==> src/rtl/fifo_ctrl_if.sv <==
// ---------------------------------------------------------------------------
// fifo_ctrl_if
// Purpose : bundles the request, strobe, pointer and status signals of the
//           synchronous FIFO sequencing controller into one connection.
// Optional: FIFO_ERR_CNT_EN adds the 8-bit saturating err_cnt signal.
// Signals :
//   wr_en, rd_en        requests from the FIFO user (level, sampled per clk)
//   mem_we, mem_re      storage write/read strobes (combinational)
//   wr_addr, rd_addr    tail/head pointers (registered, AW bits)
//   state               registered 3-bit op state
//   data_count          registered occupancy 0..DEPTH (CW bits)
//   err_cnt             saturating error count (FIFO_ERR_CNT_EN only)
// Modports:
//   master  the requester/observer side (drives wr_en/rd_en)
//   slave   the controller side (drives everything else)
// ---------------------------------------------------------------------------
interface fifo_ctrl_if #(
   parameter int DEPTH = 8,
   parameter int AW    = $clog2(DEPTH),
   parameter int CW    = AW + 1
);
   logic          wr_en;
   logic          rd_en;
   logic          mem_we;
   logic          mem_re;
   logic [AW-1:0] wr_addr;
   logic [AW-1:0] rd_addr;
   logic [2:0]    state;
   logic [CW-1:0] data_count;
`ifdef FIFO_ERR_CNT_EN
   logic [7:0]    err_cnt;

   modport master (
      output wr_en, rd_en,
      input  mem_we, mem_re, wr_addr, rd_addr, state, data_count, err_cnt
   );

   modport slave (
      input  wr_en, rd_en,
      output mem_we, mem_re, wr_addr, rd_addr, state, data_count, err_cnt
   );
`else
   modport master (
      output wr_en, rd_en,
      input  mem_we, mem_re, wr_addr, rd_addr, state, data_count
   );

   modport slave (
      input  wr_en, rd_en,
      output mem_we, mem_re, wr_addr, rd_addr, state, data_count
   );
`endif
endinterface

==> src/rtl/fifo_ctrl.sv <==
// ---------------------------------------------------------------------------
// fifo_ctrl
// Purpose : sequencing controller for the synchronous FIFO. Owns the head and
//           tail pointers and the occupancy counter, issues zero-latency
//           write/read strobes to the storage array and publishes the op
//           state and occupancy for the flag decoder.
// Optional: define FIFO_ERR_CNT_EN to add an 8-bit saturating count of
//           rejected operations (write when full, read when empty).
// Ports   :
//   clk      in   system clock, rising edge
//   reset_n  in   asynchronous active-low reset
//   bus      fifo_ctrl_if.slave
//              wr_en/rd_en in, mem_we/mem_re out (combinational),
//              wr_addr/rd_addr/state/data_count out (registered),
//              err_cnt out (FIFO_ERR_CNT_EN only)
// State encoding: INIT=000 NO_OP=001 WRITE=010 WR_ERROR=011 READ=100
//                 RD_ERROR=101
// ---------------------------------------------------------------------------
module fifo_ctrl #(
   parameter int DEPTH = 8,
   parameter int AW    = $clog2(DEPTH),
   parameter int CW    = AW + 1
) (
   input  logic         clk,
   input  logic         reset_n,
   fifo_ctrl_if.slave   bus
);

   typedef enum logic [2:0] {
      INIT     = 3'b000,
      NO_OP    = 3'b001,
      WRITE    = 3'b010,
      WR_ERROR = 3'b011,
      READ     = 3'b100,
      RD_ERROR = 3'b101
   } op_state_t;

   op_state_t     state_q;
   logic [AW-1:0] wr_ptr;
   logic [AW-1:0] rd_ptr;
   logic [CW-1:0] count;

   logic wr_only;
   logic rd_only;
   logic not_full;
   logic not_empty;
   logic do_write;
   logic do_read;

   // Request decode. Simultaneous write and read is treated as a no-op, so
   // only exclusive requests can move a pointer.
   always_comb begin
      wr_only   = bus.wr_en & ~bus.rd_en;
      rd_only   = bus.rd_en & ~bus.wr_en;
      not_full  = (count < CW'(DEPTH));
      not_empty = (count != '0);
      do_write  = wr_only & not_full;
      do_read   = rd_only & not_empty;
   end

   // Strobes go straight to storage in the request cycle. Gating with reset_n
   // keeps a held wr_en from writing storage while the controller is in reset.
   assign bus.mem_we = do_write & reset_n;
   assign bus.mem_re = do_read  & reset_n;

   // Single state/datapath register: each edge classifies the request, then
   // moves at most one pointer and adjusts the occupancy on the same edge.
   // Pointers wrap naturally at AW bits since DEPTH is a power of two.
   always_ff @(posedge clk or negedge reset_n) begin
      if (!reset_n) begin
         state_q <= INIT;
         wr_ptr  <= '0;
         rd_ptr  <= '0;
         count   <= '0;
      end else begin
         if (do_write) begin
            state_q <= WRITE;
            wr_ptr  <= wr_ptr + AW'(1);
            count   <= count + CW'(1);
         end else if (wr_only) begin
            state_q <= WR_ERROR;
         end else if (do_read) begin
            state_q <= READ;
            rd_ptr  <= rd_ptr + AW'(1);
            count   <= count - CW'(1);
         end else if (rd_only) begin
            state_q <= RD_ERROR;
         end else begin
            state_q <= NO_OP;
         end
      end
   end

   assign bus.state      = state_q;
   assign bus.wr_addr    = wr_ptr;
   assign bus.rd_addr    = rd_ptr;
   assign bus.data_count = count;

`ifdef FIFO_ERR_CNT_EN
   logic [7:0] err_q;

   // Every rejected request (write while full, read while empty) bumps the
   // error count; it sticks at 255 until the next reset.
   always_ff @(posedge clk or negedge reset_n) begin
      if (!reset_n) begin
         err_q <= '0;
      end else if (((wr_only & ~not_full) | (rd_only & ~not_empty)) && (err_q != 8'hFF)) begin
         err_q <= err_q + 8'd1;
      end
   end

   assign bus.err_cnt = err_q;
`endif

endmodule
==> src/flat_wrapper.sv <==
// flat-port wrapper written by rule: the top's interface ports become plain ports
module fifo_ctrl_flat 
#(
   parameter int DEPTH = 8,
   parameter int AW    = $clog2(DEPTH),
   parameter int CW    = AW + 1
)
  (clk, reset_n, bus_wr_en, bus_rd_en, bus_mem_we, bus_mem_re, bus_wr_addr, bus_rd_addr, bus_state, bus_data_count);
  fifo_ctrl_if #(.DEPTH(DEPTH), .AW(AW), .CW(CW)) bus_i ();
  input  logic clk;
  input  logic reset_n;
  input wire logic [$bits(bus_i.wr_en)-1:0] bus_wr_en;
  input wire logic [$bits(bus_i.rd_en)-1:0] bus_rd_en;
  output wire logic [$bits(bus_i.mem_we)-1:0] bus_mem_we;
  output wire logic [$bits(bus_i.mem_re)-1:0] bus_mem_re;
  output wire logic [$bits(bus_i.wr_addr)-1:0] bus_wr_addr;
  output wire logic [$bits(bus_i.rd_addr)-1:0] bus_rd_addr;
  output wire logic [$bits(bus_i.state)-1:0] bus_state;
  output wire logic [$bits(bus_i.data_count)-1:0] bus_data_count;
  assign bus_i.wr_en = bus_wr_en;
  assign bus_i.rd_en = bus_rd_en;
  assign bus_mem_we = bus_i.mem_we;
  assign bus_mem_re = bus_i.mem_re;
  assign bus_wr_addr = bus_i.wr_addr;
  assign bus_rd_addr = bus_i.rd_addr;
  assign bus_state = bus_i.state;
  assign bus_data_count = bus_i.data_count;
  fifo_ctrl #(.DEPTH(DEPTH), .AW(AW), .CW(CW)) u_core (.clk(clk), .reset_n(reset_n), .bus(bus_i));
endmodule
==> config.mk <==
export PLATFORM = sky130hd
export DESIGN_NAME = fifo_ctrl_flat
export DESIGN_NICKNAME = d
export VERILOG_FILES = /design/src/rtl/fifo_ctrl_if.sv /design/src/rtl/fifo_ctrl.sv /design/src/flat_wrapper.sv
export SDC_FILE = /design/constraint.sdc
export NUM_CORES = 1
export LEC_CHECK = 0
export ABC_AREA = 1
export CELL_PAD_IN_SITES_DETAIL_PLACEMENT = 0
export CELL_PAD_IN_SITES_GLOBAL_PLACEMENT = 1
export CORE_MARGIN = 2
export CORE_UTILIZATION = 30
export CTS_BUF_LIST = sky130_fd_sc_hd__clkbuf_16
export DETAILED_ROUTE_END_ITERATION = 7
export HOLD_SLACK_MARGIN = 0.12
export PLACE_DENSITY = 0.75
export SYNTH_ARGS = -nofsm -noshare
export SYNTH_HDL_FRONTEND = slang
export SYNTH_SLANG_ARGS = --single-unit
==> constraint.sdc <==
create_clock -name clk -period 1.35 [get_ports clk]
set_input_delay 0.2025 -clock clk [delete_from_list [all_inputs] [get_ports clk]]
set_output_delay 0.2025 -clock clk [all_outputs]
set_load 0.02 [all_outputs]
==> impl_metrics.json <==
{
  "clock_skew_ps": 0.448,
  "finalCritPeriodShare_pct": 105,
  "clock_latency_ps": 240,
  "status": "finished, violations left",
  "final_area_mm2": 0.00111,
  "grt_pass1_wl_um": 2480,
  "yosysUniqueCellTypes": 18,
  "grt_max_degree": 14,
  "cp.required_ps": 1150,
  "vias": 574,
  "arrival_ps": 1210,
  "ys_seq_elements": 13,
  "syn_avg_cell_area_um2": 9.79,
  "clock_path_buffers": 2,
  "setup_viol": 3,
  "synthesis.instances": 67,
  "grt-ovfl-total": 0,
  "internal_power_w": 0.00161,
  "p_seq_share_pct": 26.2,
  "die_h_um": 50.8,
  "netlist_area_um2": 656,
  "nNetsFinal": 114,
  "antenna_cells": 0,
  "p_comb_share_pct": 52.9,
  "final_antenna_net_count": 0,
  "clockPowerShare_pct": 20.9,
  "track_usage_pct": 13.1,
  "vdd_ir_drop_max_v": 0.000849,
  "drtIter0Drc": 4,
  "grt_pass1_vias": 578,
  "num_rows": 16,
  "drc": 0,
  "path_clk_slew_ps": 40,
  "wl_per_cell_um": 11.1,
  "htree_levels": 1,
  "wl_um": 1470,
  "tritoncts.num_buffers": 3,
  "max_freq_mhz": 707,
  "postLayoutSetupSlackWorst_ps": -63.7,
  "tightest_slew_ps": 239,
  "grt_setup_unrepaired": "true",
  "violations": "negative setup slack",
  "powerDensity_mw_per_mm2": 2340,
  "yosys_warnings": 0,
  "start_util_pct": 32.8,
  "placed_cells": 123,
  "placed_area_um2": 953,
  "hpwlAfterDp_um": 1060,
  "finalHoldViolCount": 0,
  "yosys-top-cells-area": "dfrtp_1, ha_1, nand2_1",
  "antenna_found_initial": 0,
  "io_buffers": 18,
  "synth_nets": 75,
  "cts_root_buffer": "clkbuf_16",
  "first_pass_iters": 2,
  "criticalPathCategory": "reg2out",
  "worstSetupEndpointType": "primary output",
  "switching_share_pct": 38.2,
  "drv_slew": 0,
  "hold_path.class": "in2async",
  "num_io_pins": 19,
  "clock-sinks": 13,
  "die_area_mm2": 0.00258,
  "stdcell_count": 132,
  "yosys.area.top_type": "dfrtp_1",
  "core_mm2": 0.00200,
  "fp.dieW_um": 50.8,
  "switching_power_w": 0.000993,
  "tritoncts": "yes",
  "viasPerCell": 4.35,
  "cp_max_fo": 3,
  "holdWs_ps": 303,
  "synth_top_area_share_pct": 49.6,
  "max_slew_margin_pct": 84.1,
  "area_delta_synth_final_pct": 69.8,
  "drive_gt1_share_pct": 39.0,
  "cap_viol_max_count": 0,
  "p_leak_nw": 0.570,
  "seq_area_frac_synth_pct": 49.6,
  "start_kind": "flip-flop",
  "period_minus_slack_ps": 1410,
  "place_congestion": 0.755
}
==> worst paths after layout <==
kind / cells after the start / slack (ps) / startpoint / end
hold / removal: 2 / 300 / reset_n / u_core.bus.wr_addr[2]
hold reg to reg: 1 / 480 / u_core.bus.rd_addr[2] / u_core.bus.rd_addr[2]
setup / recovery: 6 / -60 / u_core.bus.data_count[3] / bus_mem_re
setup reg to reg: 9 / -40 / u_core.bus.data_count[3] / u_core.bus.data_count[3]
max in group asynchronous: 2 / 870 / reset_n / u_core.bus.data_count[3]
min in group clk: 4 / 410 / bus_rd_en / u_core.bus.state[1]
==> area by class of cell <==
class                           instances  area, um^2
Fill cell                             182         888
Timing Repair Buffer                   34         292
Multi-Input combinational cell         43         339
Tap cell                               27        33.8
Sequential cell                        13         327
Clock buffer                            3        75.1
Clock inverter                          1        3.75
Inverter                               11        43.8
==> timing repair <==
action	CTS	global route
gates resized for setup	32	9
endpoints found under the hold margin	0	0
hold buffers	0	0
buffers inserted	3	2
cloned	0	0
pin swaps	4	2
setup endpoints to repair	17	6
==> placed cells by master, fill, tap and decap left out, types with 2 or more instances in the layout <==
cell type      instances
clkbuf_16              3
ha_4                   2
nor2_4                 3
nand3_1                3
nor2_1                 5
xnor2_1                4
nand2_2                2
inv_2                  5
nand2_4                2
ha_1                   2
inv_1                  6
buf_4                 16
dlygate4sd2_1         14
nand2_1               12
dfrtp_1               12
==> per-stage QoR <==
stage          util [%]  worst slack [ps]  setup TNS [ps]  power (W)
3_5_place_dp       47.6              -518           -2800    0.00196
2_1_floorplan         -             -58.7            -115    0.00136
5_1_grt            55.6              -140            -434    0.00279
6_report           55.6             -63.7            -135    0.00260
3_3_place_gp       47.6              -502           -2630    0.00193
4_1_cts            53.4             -65.4           -98.4    0.00252
==> cell usage after synthesis <==
cell type / count
nand3_1: 4
nor2_2: 2
dfrtp_1: 13
ha_1: 4
a21oi_2: 1
nor2_1: 6
nand3_4: 1
inv_2: 3
inv_1: 8
o21ai_1: 1
a21oi_1: 1
mux2_4: 1
mux2_1: 1
xnor2_1: 4
nand2_4: 2
xor2_1: 1
nand2_1: 13
nand2_2: 1
==> worst max-delay path: stages (launching register included) <==
cell and delay, ps:
dfrtp_2 410, buf_4 140, nor2_4 70, nand2_2 80, nand2_4 70, nor2_1 40, buf_4 150
==> logic make-up after synthesis <==
family	share of synthesized area [%]
AND/OR/NAND/NOR	22.9
flip-flops	49.6
buffers and inverters	6.30
XOR/XNOR	6.68
adder cells (fa/ha/maj)	7.63
AO/OA/AOI/OAI	2.86
multiplexers	4.01
==> state kept, by name, indices dropped and copies added (netlist names) <==
name	flops
u_core.bus.state	3
u_core.bus.wr_addr	3
u_core.bus.rd_addr	3
u_core.bus.data_count	4
==> power groups by stage <==
stage | combinational, W | sequential (W) | clock [W]
4_1_cts | 0.00129 | 0.000675 | 0.000553
3_3_place_gp | 0.00126 | 0.000671 | 0
6_report | 0.00138 | 0.000681 | 0.000543
3_5_place_dp | 0.00128 | 0.000682 | 0
5_1_grt | 0.00152 | 0.000705 | 0.000568
2_1_floorplan | 0.000456 | 0.000901 | 0
==> layer usage <==
layer	track usage, %	up-vias	routed length (um)
li1	-	282	-
met1	13.6	276	553
met3	2.98	4	57
met4	8.11	0	27
met2	23.5	12	832
met5	0	-	0
No activity file was read; power rests on OpenSTA's default activity.
